==> src/rtl/arch_reg_status_file.sv <==
// Architectural register file with per-register rename status (busy + producing ROB tag).
// Commit writes retired values; rename marks registers pending; two combinational read ports.

module arch_reg_rd_port #(
  parameter int XLEN = 32,
  parameter int NREG = 32,
  parameter int TAGW = 3,
  parameter int IDXW = 5
) (
  input  logic [IDXW-1:0]            rs_i,
  input  logic [NREG-1:0][XLEN-1:0]  regs_i,
  input  logic [NREG-1:0]            busy_i,
  input  logic [NREG-1:0][TAGW-1:0]  tags_i,
  input  logic                       commit_valid_i,
  input  logic [IDXW-1:0]            commit_idx_i,
  input  logic [TAGW-1:0]            commit_tag_i,
  input  logic [XLEN-1:0]            commit_data_i,
  output logic [XLEN-1:0]            value_o,
  output logic                       busy_o,
  output logic [TAGW-1:0]            tag_o
);

  always_comb begin
    value_o = '0;
    busy_o  = 1'b0;
    tag_o   = '0;
    if (rs_i != '0) begin
      if (!busy_i[rs_i]) begin
        value_o = regs_i[rs_i];
      end else if (commit_valid_i && commit_idx_i == rs_i &&
                   commit_tag_i == tags_i[rs_i]) begin
        // producer is retiring right now: forward its data instead of stalling a cycle
        value_o = commit_data_i;
      end else begin
        busy_o  = 1'b1;
        tag_o   = tags_i[rs_i];
        value_o = regs_i[rs_i];
      end
    end
  end

endmodule

module arch_reg_status_file #(
  parameter  int XLEN = 32,
  parameter  int NREG = 32,
  parameter  int TAGW = 3,
  localparam int IDXW = $clog2(NREG)
) (
  input  logic             clk,
  input  logic             rst_n,
  input  logic             commit_valid_i,
  input  logic [IDXW-1:0]  commit_idx_i,
  input  logic [TAGW-1:0]  commit_tag_i,
  input  logic [XLEN-1:0]  commit_data_i,
  input  logic             rename_valid_i,
  input  logic [IDXW-1:0]  rename_rd_i,
  input  logic [TAGW-1:0]  rename_tag_i,
  input  logic             flush_i,
  input  logic [IDXW-1:0]  rs1_i,
  input  logic [IDXW-1:0]  rs2_i,
  output logic [XLEN-1:0]  rs1_value_o,
  output logic             rs1_busy_o,
  output logic [TAGW-1:0]  rs1_tag_o,
  output logic [XLEN-1:0]  rs2_value_o,
  output logic             rs2_busy_o,
  output logic [TAGW-1:0]  rs2_tag_o,
  output logic [31:0]      retired_cnt_o
);

  localparam int NRD = 2;

  logic [NREG-1:0][XLEN-1:0] regs_q, regs_d;
  logic [NREG-1:0]           busy_q, busy_d;
  logic [NREG-1:0][TAGW-1:0] tag_q,  tag_d;
  logic [31:0]               cnt_q,  cnt_d;

  always_comb begin
    regs_d = regs_q;
    busy_d = busy_q;
    tag_d  = tag_q;
    cnt_d  = cnt_q;
    if (commit_valid_i) begin
      cnt_d = cnt_q + 32'd1;
      if (commit_idx_i != '0) regs_d[commit_idx_i] = commit_data_i;
    end
    if (flush_i) begin
      busy_d = '0;
    end else begin
      // tag match guards against clearing a register that was renamed again after this producer
      if (commit_valid_i && tag_q[commit_idx_i] == commit_tag_i) busy_d[commit_idx_i] = 1'b0;
      if (rename_valid_i && rename_rd_i != '0) begin
        busy_d[rename_rd_i] = 1'b1;
        tag_d[rename_rd_i]  = rename_tag_i;
      end
    end
  end

  always_ff @(posedge clk) begin
    if (!rst_n) begin
      regs_q <= '0;
      busy_q <= '0;
      tag_q  <= '0;
      cnt_q  <= '0;
    end else begin
      regs_q <= regs_d;
      busy_q <= busy_d;
      tag_q  <= tag_d;
      cnt_q  <= cnt_d;
    end
  end

  assign retired_cnt_o = cnt_q;

  logic [NRD-1:0][IDXW-1:0] rd_addr;
  logic [NRD-1:0][XLEN-1:0] rd_value;
  logic [NRD-1:0]           rd_busy;
  logic [NRD-1:0][TAGW-1:0] rd_tag;

  assign rd_addr = {rs2_i, rs1_i};

  for (genvar p = 0; p < NRD; p++) begin : g_rd
    arch_reg_rd_port #(
      .XLEN(XLEN), .NREG(NREG), .TAGW(TAGW), .IDXW(IDXW)
    ) u_rd (
      .rs_i           (rd_addr[p]),
      .regs_i         (regs_q),
      .busy_i         (busy_q),
      .tags_i         (tag_q),
      .commit_valid_i (commit_valid_i),
      .commit_idx_i   (commit_idx_i),
      .commit_tag_i   (commit_tag_i),
      .commit_data_i  (commit_data_i),
      .value_o        (rd_value[p]),
      .busy_o         (rd_busy[p]),
      .tag_o          (rd_tag[p])
    );
  end

  assign rs1_value_o = rd_value[0];
  assign rs1_busy_o  = rd_busy[0];
  assign rs1_tag_o   = rd_tag[0];
  assign rs2_value_o = rd_value[1];
  assign rs2_busy_o  = rd_busy[1];
  assign rs2_tag_o   = rd_tag[1];

endmodule
==> config.mk <==
export PLATFORM = sky130hd
export DESIGN_NAME = arch_reg_status_file
export DESIGN_NICKNAME = d
export VERILOG_FILES = /design/src/rtl/arch_reg_status_file.sv
export SDC_FILE = /design/constraint.sdc
export NUM_CORES = 2
export LEC_CHECK = 0
export CAP_MARGIN = 10
export CORE_MARGIN = 2
export CORE_UTILIZATION = 24
export CTS_BUF_LIST = sky130_fd_sc_hd__clkbuf_16
export CTS_CLUSTER_SIZE = 40
export DETAILED_ROUTE_END_ITERATION = 12
export SLEW_MARGIN = 20
export SYNTH_ARGS = -nofsm -noshare
export SYNTH_HDL_FRONTEND = slang
export SYNTH_HIERARCHICAL = 1
export SYNTH_SLANG_ARGS = --single-unit
==> constraint.sdc <==
create_clock -name clk -period 7.8 [get_ports clk]
set_input_delay 1.56 -clock clk [delete_from_list [all_inputs] [get_ports clk]]
set_output_delay 1.56 -clock clk [all_outputs]
set_load 0.01 [all_outputs]
==> results.txt <==
drt pass-1 iters = 6
maximum VDD drop = 0.173 mV
Ports = 167
Max Cap Violations = 0
synth-to-layout area growth = 13.0%
Iteration-0 DRC Markers = 7932
clock skew = 44.1 ps
Final min period = 7550 ps
layout net count = 7320
crit start category = primary input
dpl hpwl = 160000 µm
crit end category = primary output
dominant cell type by area after synthesis = dfxtp_1
CTS buffer count = 116
Yosys top cell area share = 35.4%
number of H-tree levels = 3
Die ar. = 283000 µm²
syn avg cell area = 8.88 µm²
slew at the pin closest to its max-slew limit = 1260 ps
Most used DFF post-synth = dfxtp_1
vias = 60.2k
Remaining Overflow, GRT = 0
Row Count = 193
drc violations = 0
FF+latch count, synth = 1184
largest net degree at the start of global routing = 266
# hold bufs at CTS = 0
Leak Pwr = 0.0245 µW
post-cts resize count = 0
initial antenna violation count = 22
Pwr Density = 176 nW/µm²
final hold violations = 0
pins over their slew limit = 0
Crit Path Category = primary input to primary output
post-CTS setup buffers = 0
core area = 277000 µm²
Root Driver = clkbuf_16
HP Class = flip-flop to flip-flop
clock tree from TritonCTS = yes
IO buf count = 166
critical path fanouts, max = 23
top cells by count, synth = nand2_1, dfxtp_1, a21boi_0, clkbuf_1, mux2i_1
clock sink count = 1184
Post-DRT Antenna Nets = 0
share of cells above drive strength 1 = 13.3%
run status = completed
number of synthesized flops with an enable pin = 0
asr flop ratio synth = 0%
Routed WL = 280000 µm
clock slew at reported path FFs = 70 ps
final setup fails = 0
Synth area leaders = dfxtp_1, a21boi_0, nand2_1
cell with the most instances after synthesis = nand2_1
Fill cells = 29.0k
highest clock rate = 132 MHz
Post-Syn Nets = 7600
Post-Synthesis Cell Area = 66900 µm²
max_slew headroom = 16.1%
wire length per cell = 25.4 µm
Syn Inst Count = 7536
RSZ-0062 raised after global routing = false
Vias/cell = 5.44
Chip Height = 532 µm
synth warn = 6
Cell variety after synth = 69
effective utilization at floorplan = 24.2%
Data required, critical path = 6240 ps
clock latency on the worst-skew pair = 780 ps
GPL Wtd Cong = 0.918
Die Width = 532 µm
crit path DAT = 5990 ps
post-synthesis sequential area ratio = 35.4%
first-pass GRT wire length = 402000 µm
CTS max path bufs = 3
final cycle utilization of the critical path = 96.8%
fin util = 27.3%
vias in the first global route = 57.7k
setup TNS = 0 ps
total global-route track usage = 18.9%
worst paths after layout:
check | start | to | slack (ps) | depth (start not counted)
setup / recovery | rs1_i[3] | rs1_value_o[28] | 250 | 11
setup reg to reg | tag_q[3]$_SDFFE_PN0P_ | busy_q[26]$_SDFF_PP0_ | 4660 | 6
hold reg to reg | busy_q[0]$_SDFF_PP0_ | busy_q[0]$_SDFF_PP0_ | 470 | 2
hold / removal | busy_q[0]$_SDFF_PP0_ | busy_q[0]$_SDFF_PP0_ | 470 | 2
through the flow:
stage,instances,worst slack (ps),area (µm²),total power (µW),hold WS [ps]
2_1_floorplan,7536,2560,66900,7110,424
3_3_place_gp,10840,298,71800,7660,449
3_5_place_dp,10843,250,71900,7670,458
4_1_cts,11059,243,75600,13300,468
5_1_grt,11061,93.7,75600,13700,484
6_report,11061,248,75600,13300,468
cell families after synthesis:
| family | Yosys count | share of synthesized area, % |
|---|---|---|
| mux | 1024 | 22.4 |
| simple gates | 2668 | 16.4 |
| compound gates | 1872 | 19.8 |
| buf+inv | 748 | 5.40 |
| fa+ha+maj | 1 | 0.0187 |
| xor+xnor | 39 | 0.556 |
| flops | 1184 | 35.4 |
where the power goes:
part / switching (µW) / total, µW / internal, µW
clock: 2660 / 5750 / 3090
combinational: 950 / 1450 / 503
sequential: 32.0 / 6120 / 6090
total: 3640 / 13300 / 9680
registers in the layout, summed over array words and instances (netlist names):
name and flops:
regs_q 1024, tag_q 96, busy_q 32, retired_cnt_o 32
worst max-delay path, cell delays in order:
cell and delay, ps:
clkdlybuf4s50_1 990, buf_4 300, nor3b_4 70, a221oi_1 430
nand3_1 200, nand3b_1 120, nor3b_2 310, and4b_4 880
buf_4 320, mux2i_1 200, clkdlybuf4s50_1 560
routing by layer:
layer / vias to the layer above / GRT usage, % / wire length, µm
met5: - / 0 / 104
met4: 20 / 13.7 / 23000
met3: 978 / 3.69 / 27300
met2: 3589 / 30.3 / 126000
met1: 29642 / 22.6 / 104000
li1: 25979 / - / -
cell type report:
cell class | instances | area [µm²] | area share (%)
Multi-Input combinational cell | 5604 | 40100 | 53.1
Antenna cell | 2 | 5.00 | 0.00662
Timing Repair Buffer | 346 | 3370 | 4.46
Tap cell | 3705 | 4640 | 6.13
Clock inverter | 100 | 825 | 1.09
Inverter | 4 | 20.0 | 0.0265
Sequential cell | 1184 | 23700 | 31.4
Clock buffer | 116 | 2900 | 3.84
cell usage in the layout, fill, tap and decap left out, types with 17 or more instances in the layout:
cell type,count
a21boi_0,1147
a21oi_1,200
a221oi_1,139
a22oi_1,67
a31oi_1,17
and2_1,82
buf_12,25
buf_4,154
clkbuf_16,116
clkdlybuf4s50_1,155
clkinv_1,32
clkinv_2,24
dfxtp_1,1184
inv_1,27
mux2_2,176
mux2i_1,492
mux4_1,18
mux4_2,338
nand2_1,2203
nand2_4,20
nand3_1,108
nor2_1,44
nor2_4,27
nor2b_1,40
o211ai_1,40
o21ai_0,190
o22ai_1,28
xnor2_1,24
Note: power is estimated with default switching activity, not from simulation.
